$ cat config.mk
export PLATFORM = sky130hd
export DESIGN_NAME = mdu_div_core
export DESIGN_NICKNAME = d
export VERILOG_FILES = /design/src/rtl/mdu_div_core.sv
export SDC_FILE = /design/constraint.sdc
export NUM_CORES = 1
export LEC_CHECK = 0
export BUFFER_PORTS_ARGS = -buffer_cell sky130_fd_sc_hd__buf_2
export CORE_ASPECT_RATIO = 1.5
export CORE_UTILIZATION = 50
export DETAILED_ROUTE_END_ITERATION = 10
export GPL_TIMING_DRIVEN = 0
export PLACE_DENSITY = 0.74
export SETUP_SLACK_MARGIN = 0.5
export SYNTH_ARGS = -nofsm -noshare
export SYNTH_HDL_FRONTEND = slang
export SYNTH_SLANG_ARGS = --single-unit
export TNS_END_PERCENT = 30
$ cat constraint.sdc
create_clock -name Clk -period 4.8 [get_ports Clk]
set_input_delay 0.24 -clock Clk [delete_from_list [all_inputs] [get_ports Clk]]
set_output_delay 0.24 -clock Clk [all_outputs]
set_load 0.05 [all_outputs]
$ cat src/rtl/mdu_div_core.sv
// Iterative radix-2 restoring divider for the E-stage MDU.
// One quotient bit per cycle, then a sign-fixup cycle that registers the results.
module mdu_div_core #(
  parameter int unsigned WIDTH = 32
) (
  input  logic             Clk,
  input  logic             Reset,
  input  logic             Start,
  input  logic             Signed,
  input  logic             Cancel,
  input  logic [WIDTH-1:0] A,
  input  logic [WIDTH-1:0] B,
  output logic             Busy,
  output logic             Done,
  output logic [WIDTH-1:0] Quotient,
  output logic [WIDTH-1:0] Remainder,
  output logic             DivZero
);

  localparam int unsigned CNT_W = $clog2(WIDTH + 1);

  typedef enum logic [1:0] {IDLE, CALC, FIX} state_t;

  state_t           state;
  state_t           state_nxt;
  logic             busy_nxt;
  logic             done_nxt;
  logic [CNT_W-1:0] cnt;
  logic             sign_a;
  logic             sign_b;
  logic             b_zero;
  logic [WIDTH-1:0] mag_b;
  logic [WIDTH-1:0] rem;
  logic [WIDTH-1:0] quo;

  logic             a_neg_c;
  logic             b_neg_c;
  logic [WIDTH-1:0] abs_a_c;
  logic [WIDTH-1:0] abs_b_c;
  logic [WIDTH:0]   trial_c;
  logic [WIDTH:0]   diff_c;
  logic [WIDTH-1:0] quo_fix_c;
  logic [WIDTH-1:0] rem_fix_c;

  // Operand magnitudes; the most negative value maps onto itself.
  assign a_neg_c = Signed & A[WIDTH-1];
  assign b_neg_c = Signed & B[WIDTH-1];
  assign abs_a_c = a_neg_c ? -A : A;
  assign abs_b_c = b_neg_c ? -B : B;

  // Restoring step: a clear borrow bit means the trial subtraction fits.
  assign trial_c = {rem, quo[WIDTH-1]};
  assign diff_c  = trial_c - {1'b0, mag_b};

  // Truncating division: remainder follows the dividend's sign.
  assign quo_fix_c = b_zero ? '1 : ((sign_a ^ sign_b) ? -quo : quo);
  assign rem_fix_c = sign_a ? -rem : rem;

  always_comb begin
    state_nxt = state;
    busy_nxt  = 1'b0;
    done_nxt  = 1'b0;
    case (state)
      IDLE: if (Start && !Cancel) state_nxt = CALC;
      CALC: begin
        if (Cancel)                        state_nxt = IDLE;
        else if (cnt == CNT_W'(WIDTH - 1)) state_nxt = FIX;
      end
      FIX: begin
        done_nxt  = !Cancel;
        state_nxt = IDLE;
      end
      default: state_nxt = IDLE;
    endcase
    busy_nxt = (state_nxt != IDLE);
  end

  always_ff @(posedge Clk) begin
    if (Reset) begin
      state <= IDLE;
      Busy  <= 1'b0;
      Done  <= 1'b0;
    end else begin
      state <= state_nxt;
      Busy  <= busy_nxt;
      Done  <= done_nxt;
    end
  end

  // Datapath: operand capture, shift/subtract iterations and result registers.
  always_ff @(posedge Clk) begin
    if (Reset) begin
      cnt       <= '0;
      sign_a    <= 1'b0;
      sign_b    <= 1'b0;
      b_zero    <= 1'b0;
      mag_b     <= '0;
      rem       <= '0;
      quo       <= '0;
      Quotient  <= '0;
      Remainder <= '0;
      DivZero   <= 1'b0;
    end else begin
      case (state)
        IDLE: begin
          if (Start && !Cancel) begin
            sign_a <= a_neg_c;
            sign_b <= b_neg_c;
            b_zero <= (B == '0);
            mag_b  <= abs_b_c;
            quo    <= abs_a_c;
            rem    <= '0;
            cnt    <= '0;
          end
        end
        CALC: begin
          if (!Cancel) begin
            if (!diff_c[WIDTH]) begin
              rem <= diff_c[WIDTH-1:0];
              quo <= {quo[WIDTH-2:0], 1'b1};
            end else begin
              rem <= trial_c[WIDTH-1:0];
              quo <= {quo[WIDTH-2:0], 1'b0};
            end
            cnt <= cnt + CNT_W'(1);
          end
        end
        FIX: begin
          if (!Cancel) begin
            Quotient  <= quo_fix_c;
            Remainder <= rem_fix_c;
            DivZero   <= b_zero;
          end
        end
        default: ;
      endcase
    end
  end

endmodule

==> flow_results.xml, run 1 <==
<?xml version="1.0" encoding="UTF-8"?>
<metrics>
  <group name="routing">
    <metric name="routed_wl" unit="mm">35.65</metric>
    <metric name="detailroute.via_count" unit="">11200</metric>
    <metric name="drt-pass1-iter-count" unit="">5</metric>
    <metric name="drt-vias-per-instance" unit="">6.028</metric>
    <metric name="detail_route.wl_per_cell" unit="µm">19.18</metric>
    <metric name="drt_iter0_drc" unit="">837</metric>
    <metric name="antenna_left" unit="">0</metric>
    <metric name="remaining_drc_errors" unit="">0</metric>
  </group>
  <group name="cells_and_area">
    <metric name="post_route_cells_drive_above_1_share" unit="%">11.33</metric>
    <metric name="fin_nets" unit="">1683</metric>
    <metric name="nFillCells" unit="">2006</metric>
    <metric name="area.sequential" unit="µm²">3483</metric>
    <metric name="multiInputGateArea" unit="µm²">6830</metric>
    <metric name="flow.area_growth_from_synthesis" unit="%">14.78</metric>
    <metric name="postLayoutCoreUtil" unit="%">58.96</metric>
  </group>
  <group name="logic_synthesis">
    <metric name="synth_area" unit="µm²">10860</metric>
    <metric name="yosys_warnings" unit="">0</metric>
    <metric name="synthCells" unit="">1424</metric>
    <metric name="synth_area_leaders" unit="">sky130_fd_sc_hd__dfxtp_1 32%, sky130_fd_sc_hd__nor2_1 6.7%, sky130_fd_sc_hd__a211oi_1 6.4%</metric>
    <metric name="yosys-top-cells-count" unit="">193 x sky130_fd_sc_hd__nor2_1, 174 x sky130_fd_sc_hd__dfxtp_1, 147 x sky130_fd_sc_hd__nand2_1</metric>
    <metric name="synth.net_count" unit="">1531</metric>
    <metric name="yosys.area.top_type_share" unit="%">32.07</metric>
    <metric name="ys_seq_area_share" unit="%">32.07</metric>
    <metric name="synth_area_leader_cell" unit="">sky130_fd_sc_hd__dfxtp_1</metric>
    <metric name="dominantRegCellSynth" unit="">sky130_fd_sc_hd__dfxtp_1</metric>
    <metric name="async_flop_share" unit="%">0</metric>
    <metric name="yosysMostFrequentCell" unit="">sky130_fd_sc_hd__nor2_1</metric>
    <metric name="avgSynthCellArea" unit="µm²">7.628</metric>
    <metric name="yosysUniqueCellTypes" unit="">68</metric>
    <metric name="synth_enable_flop_cells" unit="">0</metric>
    <metric name="postSynthRegisterBits" unit="">174</metric>
  </group>
  <group name="sta">
    <metric name="rsz0062_at_grt" unit="">no</metric>
    <metric name="fin_ws" unit="ns">0.7561</metric>
    <metric name="totalNegativeSetupSlack" unit="ns">0</metric>
    <metric name="final-max-slew-violation-count" unit="">0</metric>
    <metric name="actual_transition_at_the_worst_max_transition_pin" unit="ns">1.117</metric>
    <metric name="final_period_minus_worst_setup_slack" unit="ns">4.044</metric>
    <metric name="worst_clock_skew" unit="ns">0.009356</metric>
    <metric name="highest_attainable_clock_frequency" unit="MHz">247.3</metric>
    <metric name="report.final.hold_viol_count" unit="">0</metric>
    <metric name="report.final.setup_viol" unit="">0</metric>
    <metric name="max-slew-margin-rel" unit="%">24.82</metric>
    <metric name="post-route-period-util" unit="%">84.25</metric>
  </group>
  <group name="die">
    <metric name="total_die_area" unit="µm²">22330</metric>
    <metric name="num_io_pins" unit="">136</metric>
    <metric name="initial_core_util" unit="%">51.37</metric>
    <metric name="core_region_area" unit="µm²">21150</metric>
    <metric name="chipWidth" unit="µm">122.3</metric>
    <metric name="floorplan.die.height" unit="µm">182.5</metric>
    <metric name="num_rows" unit="">65</metric>
  </group>
  <group name="min_path">
    <metric name="min-delay-path-class" unit="">in2reg</metric>
    <metric name="min-delay-start" unit="">B[1]</metric>
  </group>
  <group name="outcome">
    <metric name="run_status" unit="">finished, final reports clean</metric>
  </group>
  <group name="clock_tree">
    <metric name="tritoncts" unit="">yes</metric>
    <metric name="clock_latency_at_the_later_pin_of_the_worst_skew_pair" unit="ns">0.45</metric>
    <metric name="h_tree_depth_reported_by_cts" unit="">4</metric>
    <metric name="cts_inserted_buffers" unit="">17</metric>
    <metric name="postcts_setup_bufs" unit="">0</metric>
    <metric name="cts_max_path_buffers" unit="">2</metric>
    <metric name="cts.sink_count" unit="">174</metric>
    <metric name="cts-resized-gates" unit="">0</metric>
    <metric name="clockRootBuffer" unit="">sky130_fd_sc_hd__clkbuf_16</metric>
    <metric name="postCtsHoldBufs" unit="">0</metric>
    <metric name="clkTransAtPathRegs" unit="ns">0.07</metric>
  </group>
  <group name="setup_path">
    <metric name="worstReg2RegStart" unit="">quo[31]$_SDFFE_PP0P_</metric>
    <metric name="crit_type" unit="">reg2reg</metric>
    <metric name="path_max_fanout" unit="">5</metric>
    <metric name="cp.arrival" unit="ns">4.42</metric>
    <metric name="required" unit="ns">5.17</metric>
    <metric name="critical_path.endpoint_type" unit="">flip-flop</metric>
    <metric name="startpoint_types" unit="">flip-flop</metric>
    <metric name="timing.critical_path.from" unit="">quo[31]$_SDFFE_PP0P_</metric>
  </group>
  <group name="grt">
    <metric name="antenna_found_initial" unit="">1</metric>
    <metric name="grt_pass1_wl" unit="mm">56.07</metric>
    <metric name="number_of_global_route_vias_before_repair" unit="">10630</metric>
    <metric name="grt.total_usage" unit="%">32.52</metric>
    <metric name="grt_start_max_net_pins" unit="">17</metric>
    <metric name="grt_remaining_overflow" unit="">0</metric>
  </group>
  <group name="placement">
    <metric name="dp_hpwl" unit="mm">27.96</metric>
    <metric name="place.port_buffers" unit="">133</metric>
    <metric name="dpl_worst_slack" unit="ns">0.9404</metric>
    <metric name="gp_congestion" unit="">0.9227</metric>
  </group>
  <group name="power_and_ir_drop">
    <metric name="power_density" unit="nW/µm²">289.3</metric>
    <metric name="vdd_ir_drop_max" unit="µV">279.9</metric>
    <metric name="leakage" unit="nW">4.839</metric>
    <metric name="total_power_consumption_of_the_routed_design" unit="W">0.003607</metric>
  </group>
  <group name="flow_run">
    <metric name="timing.max_cap.violations" unit="">0</metric>
  </group>
</metrics>
logic make-up after synthesis:
group / after synthesis / share of synthesized area (%)
AOI/OAI and AO/OA: 414 / 25.47
xor gates and xnor gates: 135 / 10.89
adders and majority gates: 38 / 4.446
buffers and inverters: 146 / 5.046
DFF: 174 / 32.07
muxes: 1 / 0.09216
and+or+nand+nor: 516 / 21.99
per-stage QoR:
step           cells  instance area [µm²]  hold WS (ns)
2_1_floorplan   1424                10860        0.3760
3_3_place_gp    1825                11860        0.4435
3_5_place_dp    1825                11860        0.4460
4_1_cts         1857                12460       0.08177
5_1_grt         1858                12470        0.1185
6_report        1858                12470       0.09538
registers in the layout, indices dropped and copies added (netlist names):
name and cells:
quo 32, Quotient 32, b_zero 1, mag_b 32
rem 32, sign_b 1, Done 1, DivZero 1
cnt 6, Remainder 32, state 2, Busy 1
sign_a 1
where the power goes:
group | internal [W] | total, W | switching (W)
registers | 0.00148 | 0.00153 | 0.0000453
clock network | 0.000818 | 0.00145 | 0.000633
logic | 0.000225 | 0.000626 | 0.000401
per-layer routing:
layer	up-vias	share of wire, %	GRT usage (%)
met1	5192	38	35.06
met2	422	50	57.01
met3	132	5.8	5.625
met5	-	0	0
li1	5454	-	-
met4	0	6.9	21.80
layout by cell type, fill, tap and decap left out, types with 11 or more instances in the layout:
cell type / synthesis / final
sky130_fd_sc_hd__nand4_1: 29 / 29
sky130_fd_sc_hd__dfxtp_1: 174 / 174
sky130_fd_sc_hd__or3_1: 25 / 25
sky130_fd_sc_hd__o21ai_0: 64 / 64
sky130_fd_sc_hd__buf_2: 0 / 133
sky130_fd_sc_hd__nor2_1: 193 / 193
sky130_fd_sc_hd__xnor2_1: 65 / 65
sky130_fd_sc_hd__xor2_1: 70 / 70
sky130_fd_sc_hd__ha_1: 37 / 37
sky130_fd_sc_hd__or4_1: 13 / 13
sky130_fd_sc_hd__a21o_1: 11 / 11
sky130_fd_sc_hd__o31ai_1: 21 / 21
sky130_fd_sc_hd__a21oi_1: 100 / 100
sky130_fd_sc_hd__clkbuf_16: 0 / 17
sky130_fd_sc_hd__clkbuf_1: 88 / 90
sky130_fd_sc_hd__a31oi_1: 11 / 11
sky130_fd_sc_hd__nand2_1: 147 / 147
sky130_fd_sc_hd__nor3_1: 27 / 27
sky130_fd_sc_hd__o211ai_1: 30 / 30
sky130_fd_sc_hd__inv_1: 55 / 55
sky130_fd_sc_hd__a311oi_1: 13 / 13
sky130_fd_sc_hd__nand3_1: 22 / 22
sky130_fd_sc_hd__a211oi_1: 92 / 92
sky130_fd_sc_hd__nor4_1: 13 / 13
worst max-delay path, stage by stage (launching register included):
cell and delay [ns]:
sky130_fd_sc_hd__dfxtp_1 0.32, sky130_fd_sc_hd__inv_1 0.11, sky130_fd_sc_hd__ha_1 0.24, sky130_fd_sc_hd__fa_1 0.41
sky130_fd_sc_hd__nand2b_1 0.18, sky130_fd_sc_hd__a21oi_1 0.20, sky130_fd_sc_hd__o211a_1 0.33, sky130_fd_sc_hd__a31oi_1 0.19
sky130_fd_sc_hd__o311ai_0 0.64, sky130_fd_sc_hd__a31oi_1 0.23, sky130_fd_sc_hd__o41ai_1 0.70, sky130_fd_sc_hd__o221ai_1 0.27
sky130_fd_sc_hd__o211ai_1 0.14
path summary, 6_finish.rpt:
kind	to	slack, ns	depth (start not counted)
setup / recovery	rem[26]$_SDFFE_PP0P_	0.76	12
hold / removal	mag_b[1]$_SDFFE_PP0P_	0.1	3
setup reg to reg	rem[26]$_SDFFE_PP0P_	0.76	12
hold reg to reg	Remainder[27]$_SDFFE_PP0P_	0.46	2
layout make-up:
| class | instances | share of cell area, % |
|---|---|---|
| inverter | 55 | 1.656 |
| clock inverter | 10 | 1.024 |
| multi-input combinational | 1104 | 54.79 |
| sequential | 174 | 27.94 |
| antenna | 1 | 0.02007 |
| timing repair buffer | 133 | 5.339 |
| buffer | 91 | 2.740 |
| tap | 268 | 2.690 |
| clock buffer | 22 | 3.804 |
No activity file was read; power rests on OpenSTA's default activity.
==> run 2, diff against run 1 <==
clock period = 3.9 ns   (was 4.8 ns; I/O delays follow)
==> run 2 against run 1 <==
Effect of this change:
- final area up 1.2%
- sequential power up 23%
- clock-buffer cell count is the same
- largest power group unchanged
- power increased by 24%
- highest routed layer unchanged
==> flow_results.xml, run 2 (synthesized netlist as in run 1, its figures left out) <==
<?xml version="1.0" encoding="UTF-8"?>
<metrics>
  <group name="cells_and_area">
    <metric name="layout.cells.most_common_list" unit="">193 x sky130_fd_sc_hd__nor2_1, 167 x sky130_fd_sc_hd__dfxtp_1, 146 x sky130_fd_sc_hd__nand2_1</metric>
    <metric name="fin_nets" unit="">1686</metric>
    <metric name="flow.area_growth_from_synthesis" unit="%">16.16</metric>
    <metric name="nFillCells" unit="">1981</metric>
    <metric name="postLayoutCoreUtil" unit="%">59.67</metric>
    <metric name="layout_commonest_cell" unit="">sky130_fd_sc_hd__nor2_1</metric>
    <metric name="post_route_cells_drive_above_1_share" unit="%">13.57</metric>
  </group>
  <group name="sta">
    <metric name="highest_attainable_clock_frequency" unit="MHz">300.8</metric>
    <metric name="fin_hold_ws" unit="ns">0.04759</metric>
    <metric name="worst_clock_skew" unit="ns">0.008420</metric>
    <metric name="post-route-period-util" unit="%">85.25</metric>
    <metric name="max-slew-margin-rel" unit="%">22.87</metric>
    <metric name="final-max-slew-violation-count" unit="">0</metric>
    <metric name="rsz0062_at_grt" unit="">yes</metric>
    <metric name="final_period_minus_worst_setup_slack" unit="ns">3.325</metric>
    <metric name="report.final.setup_viol" unit="">0</metric>
    <metric name="actual_transition_at_the_worst_max_transition_pin" unit="ns">1.146</metric>
    <metric name="report.final.hold_viol_count" unit="">0</metric>
    <metric name="totalNegativeSetupSlack" unit="ns">0</metric>
    <metric name="fin_ws" unit="ns">0.5751</metric>
  </group>
  <group name="clock_tree">
    <metric name="cts.sink_count" unit="">174</metric>
    <metric name="h_tree_depth_reported_by_cts" unit="">4</metric>
    <metric name="cts_max_path_buffers" unit="">2</metric>
    <metric name="cts_inserted_buffers" unit="">17</metric>
    <metric name="clock_latency_at_the_later_pin_of_the_worst_skew_pair" unit="ns">0.45</metric>
    <metric name="tritoncts" unit="">yes</metric>
    <metric name="clkTransAtPathRegs" unit="ns">0.07</metric>
    <metric name="clockRootBuffer" unit="">sky130_fd_sc_hd__clkbuf_16</metric>
  </group>
  <group name="routing">
    <metric name="met1Wirelength" unit="mm">13.37</metric>
    <metric name="drt-vias-per-instance" unit="">6.078</metric>
    <metric name="routed_wl" unit="mm">35.87</metric>
    <metric name="maxUsedRoutingLayer" unit="">met4</metric>
    <metric name="detailroute.via_count" unit="">11310</metric>
    <metric name="drt-pass1-iter-count" unit="">7</metric>
    <metric name="antenna_left" unit="">0</metric>
    <metric name="drt_iter0_drc" unit="">763</metric>
    <metric name="met3WireLength" unit="mm">2.101</metric>
    <metric name="remaining_drc_errors" unit="">0</metric>
    <metric name="detail_route.wl_per_cell" unit="µm">19.28</metric>
    <metric name="met2_wirelength" unit="mm">17.91</metric>
  </group>
  <group name="outcome">
    <metric name="run_status" unit="">finished, final reports clean</metric>
  </group>
  <group name="placement">
    <metric name="dpl_worst_slack" unit="ns">0.04039</metric>
    <metric name="gp_congestion" unit="">0.9227</metric>
    <metric name="dp_hpwl" unit="mm">27.96</metric>
    <metric name="place.port_buffers" unit="">133</metric>
  </group>
  <group name="setup_path">
    <metric name="cp.arrival" unit="ns">3.65</metric>
    <metric name="path_max_fanout" unit="">10</metric>
    <metric name="worst_path_dominant_cell_family" unit="">compound AO/OA/AOI/OAI gates</metric>
    <metric name="cp_slowest_stage_delay" unit="ns">0.45</metric>
    <metric name="path_buf_inv" unit="">3</metric>
    <metric name="crit_path_slowest_cell" unit="">sky130_fd_sc_hd__dfxtp_1</metric>
    <metric name="required" unit="ns">4.22</metric>
    <metric name="crit_type" unit="">reg2reg</metric>
    <metric name="critical_path.endpoint_type" unit="">flip-flop</metric>
    <metric name="startpoint_types" unit="">flip-flop</metric>
    <metric name="crit_top_cell" unit="">sky130_fd_sc_hd__a21oi_2</metric>
    <metric name="sequence_of_cells_on_the_critical_path" unit="">inv_1, fa_1, nand2b_1, a21oi_2, o211a_1, a211oi_4, a21oi_2, nor3_2, or3_1, clkbuf_2, nand2_2, clkbuf_4, o211ai_1</metric>
  </group>
  <group name="power_and_ir_drop">
    <metric name="switching_power" unit="W">0.001342</metric>
    <metric name="leakage" unit="nW">4.905</metric>
    <metric name="power.combinational.fraction" unit="%">17.8</metric>
    <metric name="vdd_ir_drop_max" unit="µV">338.5</metric>
    <metric name="seq_power_share" unit="%">42.2</metric>
    <metric name="power_density" unit="nW/µm²">353.7</metric>
    <metric name="switching_share" unit="%">30.06</metric>
    <metric name="clock_power_share" unit="%">40.0</metric>
    <metric name="internal_power" unit="W">0.003121</metric>
  </group>
  <group name="grt">
    <metric name="number_of_global_route_vias_before_repair" unit="">10660</metric>
    <metric name="grt_pass1_wl" unit="mm">56.26</metric>
    <metric name="grt_start_max_net_pins" unit="">17</metric>
    <metric name="antenna_found_initial" unit="">1</metric>
    <metric name="grt.total_usage" unit="%">32.62</metric>
    <metric name="grt_remaining_overflow" unit="">0</metric>
  </group>
  <group name="die">
    <metric name="chipWidth" unit="µm">122.3</metric>
    <metric name="total_die_area" unit="µm²">22330</metric>
    <metric name="num_rows" unit="">65</metric>
    <metric name="num_io_pins" unit="">136</metric>
    <metric name="core_region_area" unit="µm²">21150</metric>
    <metric name="initial_core_util" unit="%">51.37</metric>
    <metric name="floorplan.die.height" unit="µm">182.5</metric>
  </group>
  <group name="flow_run">
    <metric name="timing.max_cap.violations" unit="">0</metric>
  </group>
  <group name="min_path">
    <metric name="min-delay-path-class" unit="">in2reg</metric>
  </group>
</metrics>
-- run 2: per-stage QoR --
step,power [W],instances,area (µm²)
global placement,0.002662,1825,11860
detailed placement,0.002673,1825,11860
global route,0.004609,1861,12620
floorplan,0.002430,1424,10860
finish,0.004463,1861,12620
CTS,0.004433,1858,12510
-- run 2: path summary, 6_finish.rpt --
path | start | endpoint | slack, ns | cells after the start
setup reg to reg | rem[0]$_SDFFE_PP0P_ | rem[21]$_SDFFE_PP0P_ | 0.58 | 13
hold reg to reg | Remainder[27]$_SDFFE_PP0P_ | Remainder[27]$_SDFFE_PP0P_ | 0.46 | 2
setup / recovery | rem[0]$_SDFFE_PP0P_ | rem[21]$_SDFFE_PP0P_ | 0.58 | 13
hold / removal | B[1] | mag_b[1]$_SDFFE_PP0P_ | 0.05 | 3
-- run 2: what timing repair did --
item | 4_1_cts | 5_1_grt
pin swaps | 1 | 3
cloned | 0 | 0
setup endpoints to repair | 33 | 33
gates resized for setup | 19 | 29
hold buffers | 0 | 0
buffers inserted | 1 | 2
-- run 2: cell type report --
| type | instances | area [µm²] | share of cell area (%) |
|---|---|---|---|
| antenna | 1 | 2.502 | 0.01983 |
| buffer | 91 | 361.6 | 2.866 |
| clock buffer | 22 | 474.2 | 3.758 |
| clock inverter | 10 | 127.6 | 1.012 |
| inverter | 55 | 206.4 | 1.636 |
| multi-input combinational | 1104 | 6927 | 54.90 |
| sequential | 174 | 3495 | 27.70 |
| tap | 268 | 335.3 | 2.658 |
| timing repair buffer | 136 | 688.2 | 5.454 |
-- run 2: tightest hold or removal path: stages --
cell and delay (ns):
sky130_fd_sc_hd__buf_2 0.12, sky130_fd_sc_hd__nand2_1 0.05, sky130_fd_sc_hd__a311oi_1 0.08
-- run 2: routing by layer --
metal / vias to the layer above / GRT usage (%)
li1: 5451 / -
met1: 5294 / 35.33
met2: 431 / 57.19
met3: 135 / 5.344
met4: 0 / 21.95
met5: - / 0
-- run 2: power groups by stage --
stage	Clock [W]	Sequential [W]	Combinational [W]
floorplan	0	0.00190	0.000527
global placement	0	0.00192	0.000742
detailed placement	0	0.00192	0.000752
CTS	0.00179	0.00188	0.000765
global route	0.00185	0.00189	0.000871
finish	0.00179	0.00188	0.000795
==> run 3, diff against run 2 <==
GPL_TIMING_DRIVEN = not set   (was 0)
==> run 3 against run 2 <==
Effect of this change:
- critical path depth decreased by 4
- clock skew is 0.00078 ns higher
- die area stayed put
- fmax increased by 1.4%
- final area is 0.92% lower
- power shrank 4.1%
- hold slack gained 0.0020 ns
- combinational power decreased by 5.8%
- utilization shrank 0.55 points
==> flow_results.xml, run 3 (synthesized netlist as in run 1, its figures left out) <==
<?xml version="1.0" encoding="UTF-8"?>
<metrics>
  <group name="outcome">
    <metric name="run_status" unit="">finished, final reports clean</metric>
  </group>
  <group name="setup_path">
    <metric name="endpoint" unit="">Remainder[28]$_SDFFE_PP0P_</metric>
    <metric name="startpoint_types" unit="">flip-flop</metric>
    <metric name="reg2reg_setup_slack" unit="ns">0.62</metric>
    <metric name="timing.critical_path.from" unit="">rem[6]$_SDFFE_PP0P_</metric>
    <metric name="path_max_fanout" unit="">8</metric>
    <metric name="r2r.worst_path.cells" unit="">9</metric>
    <metric name="worstReg2RegStart" unit="">rem[6]$_SDFFE_PP0P_</metric>
    <metric name="critical_path.reg2reg.endpoint" unit="">Remainder[28]$_SDFFE_PP0P_</metric>
    <metric name="crit_type" unit="">reg2reg</metric>
    <metric name="cp.arrival" unit="ns">3.57</metric>
    <metric name="required" unit="ns">4.19</metric>
    <metric name="critical_path.endpoint_type" unit="">flip-flop</metric>
  </group>
  <group name="die">
    <metric name="chipWidth" unit="µm">122.3</metric>
    <metric name="num_rows" unit="">65</metric>
    <metric name="core_region_area" unit="µm²">21150</metric>
    <metric name="initial_core_util" unit="%">51.37</metric>
    <metric name="floorplan.die.height" unit="µm">182.5</metric>
    <metric name="num_io_pins" unit="">136</metric>
    <metric name="total_die_area" unit="µm²">22330</metric>
  </group>
  <group name="cells_and_area">
    <metric name="postLayoutCellArea" unit="µm²">12500</metric>
    <metric name="layout.cells.most_common_list" unit="">191 x sky130_fd_sc_hd__nor2_1, 173 x sky130_fd_sc_hd__dfxtp_1, 146 x sky130_fd_sc_hd__nand2_1</metric>
    <metric name="fin_nets" unit="">1637</metric>
    <metric name="flow.area_growth_from_synthesis" unit="%">15.09</metric>
    <metric name="layout_commonest_cell" unit="">sky130_fd_sc_hd__nor2_1</metric>
    <metric name="post_route_cells_drive_above_1_share" unit="%">15.42</metric>
    <metric name="diodes" unit="">0</metric>
  </group>
  <group name="placement">
    <metric name="dp_hpwl" unit="mm">24.54</metric>
    <metric name="dpl_worst_slack" unit="ns">0.4902</metric>
    <metric name="place.port_buffers" unit="">135</metric>
    <metric name="gp_congestion" unit="">0.9123</metric>
    <metric name="postPlaceCellArea" unit="µm²">11910</metric>
  </group>
  <group name="routing">
    <metric name="detailroute.via_count" unit="">10730</metric>
    <metric name="remaining_drc_errors" unit="">0</metric>
    <metric name="drt-vias-per-instance" unit="">5.923</metric>
    <metric name="routed_wl" unit="mm">32.23</metric>
    <metric name="detail_route.wl_per_cell" unit="µm">17.80</metric>
    <metric name="drt_iter0_drc" unit="">669</metric>
    <metric name="antenna_left" unit="">0</metric>
    <metric name="drt-pass1-iter-count" unit="">5</metric>
  </group>
  <group name="clock_tree">
    <metric name="clock_latency_at_the_later_pin_of_the_worst_skew_pair" unit="ns">0.45</metric>
    <metric name="clockRootBuffer" unit="">sky130_fd_sc_hd__clkbuf_16</metric>
    <metric name="tritoncts" unit="">yes</metric>
    <metric name="cts.sink_count" unit="">174</metric>
    <metric name="cts_inserted_buffers" unit="">17</metric>
    <metric name="cts_max_path_buffers" unit="">2</metric>
    <metric name="h_tree_depth_reported_by_cts" unit="">4</metric>
    <metric name="clkTransAtPathRegs" unit="ns">0.07</metric>
    <metric name="postCtsHoldBufs" unit="">0</metric>
  </group>
  <group name="grt">
    <metric name="grt.total_usage" unit="%">29.36</metric>
    <metric name="antenna_found_initial" unit="">1</metric>
    <metric name="grt_remaining_overflow" unit="">0</metric>
    <metric name="number_of_global_route_vias_before_repair" unit="">9976</metric>
    <metric name="grt_start_max_net_pins" unit="">108</metric>
    <metric name="grt_pass1_wl" unit="mm">51.21</metric>
  </group>
  <group name="power_and_ir_drop">
    <metric name="power_density" unit="nW/µm²">342.5</metric>
    <metric name="leakage" unit="nW">4.972</metric>
    <metric name="vdd_ir_drop_max" unit="µV">273.3</metric>
  </group>
  <group name="sta">
    <metric name="fin_ws" unit="ns">0.6221</metric>
    <metric name="report.final.hold_viol_count" unit="">0</metric>
    <metric name="final-max-slew-violation-count" unit="">0</metric>
    <metric name="report.final.setup_viol" unit="">0</metric>
    <metric name="worst_clock_skew" unit="ns">0.009200</metric>
    <metric name="final_period_minus_worst_setup_slack" unit="ns">3.278</metric>
    <metric name="rsz0062_at_grt" unit="">yes</metric>
    <metric name="totalNegativeSetupSlack" unit="ns">0</metric>
    <metric name="max-slew-margin-rel" unit="%">43.01</metric>
    <metric name="actual_transition_at_the_worst_max_transition_pin" unit="ns">0.8476</metric>
    <metric name="post-route-period-util" unit="%">84.05</metric>
    <metric name="highest_attainable_clock_frequency" unit="MHz">305.1</metric>
  </group>
  <group name="min_path">
    <metric name="min-delay-path-class" unit="">in2reg</metric>
  </group>
  <group name="flow_run">
    <metric name="timing.max_cap.violations" unit="">0</metric>
  </group>
</metrics>
[run 3: changes by cell type in the layout (fill, tap and decap cells not counted), sizes merged]
| cell | before | now |
|---|---|---|
| clkbuf | 109 | 21 |
| buf | 140 | 178 |
| clkinv | 1 | 5 |
| bufinv | 2 | 0 |
| clkinvlp | 3 | 1 |
| diode | 1 | 0 |
| inv | 59 | 60 |
[run 3: how the worst min path moves through the flow]
stage	end	slack, ns	cells after the start	startpoint
2_1_floorplan	mag_b[0]$_SDFFE_PP0P_	0.33	2	B[0]
3_3_place_gp	Remainder[27]$_SDFFE_PP0P_	0.44	2	Remainder[27]$_SDFFE_PP0P_
3_5_place_dp	Remainder[27]$_SDFFE_PP0P_	0.45	2	Remainder[27]$_SDFFE_PP0P_
4_1_cts	mag_b[0]$_SDFFE_PP0P_	0.03	3	B[0]
5_1_grt	mag_b[0]$_SDFFE_PP0P_	0.05	3	B[0]
6_report	mag_b[0]$_SDFFE_PP0P_	0.05	3	B[0]
[run 3: power by group]
group	switching, W	internal [W]
Combinational	0.000462	0.000287
Clock	0.000767	0.000883
Sequential	0.0000561	0.00183
[run 3: metrics by stage]
step | std cells | utilization, % | hold slack (ns) | total power [W]
3_3_place_gp | 1779 | 56.31 | 0.4395 | 0.002647
2_1_floorplan | 1424 | - | 0.3310 | 0.002430
5_1_grt | 1811 | 59.12 | 0.04535 | 0.004465
6_report | 1811 | 59.12 | 0.04954 | 0.004282
3_5_place_dp | 1779 | 56.31 | 0.4487 | 0.002658
4_1_cts | 1811 | 59.01 | 0.03048 | 0.004303
[run 3: worst max-delay path: stages, from the launching register on]
cell and delay [ns]:
sky130_fd_sc_hd__dfxtp_1 0.39, sky130_fd_sc_hd__or4_4 0.57, sky130_fd_sc_hd__or3_4 0.35, sky130_fd_sc_hd__or2_1 0.24, sky130_fd_sc_hd__or3_4 0.37, sky130_fd_sc_hd__or3_4 0.39
sky130_fd_sc_hd__or2_4 0.29, sky130_fd_sc_hd__o31ai_2 0.26, sky130_fd_sc_hd__xor2_1 0.19, sky130_fd_sc_hd__a211oi_1 0.09
[run 3: cell type report]
type                    instances  area (µm²)
clock inverters                11       98.84
clock buffers                  21       470.5
flip-flops and latches        174        3485
well taps                     268       335.3
fillers                      2081        8645
repair buffers                178        1026
multi-input cells            1104        6879
inverters                      55       206.4
[run 3: what timing repair did]
action,4_1_cts,5_1_grt
pin swaps,0,1
setup endpoints to repair,8,34
resized for setup,1,7
buffers inserted,0,0
[run 3: metal layers]
metal  vias to the layer above  global-route usage, %  share of wire, %
met5                         -                      0             0.031
met4                         2                  16.59               5.6
met3                        99                  4.594               4.6
met2                       318                  52.04                51
met1                      4956                  32.69                39
li1                       5352                      -                 -
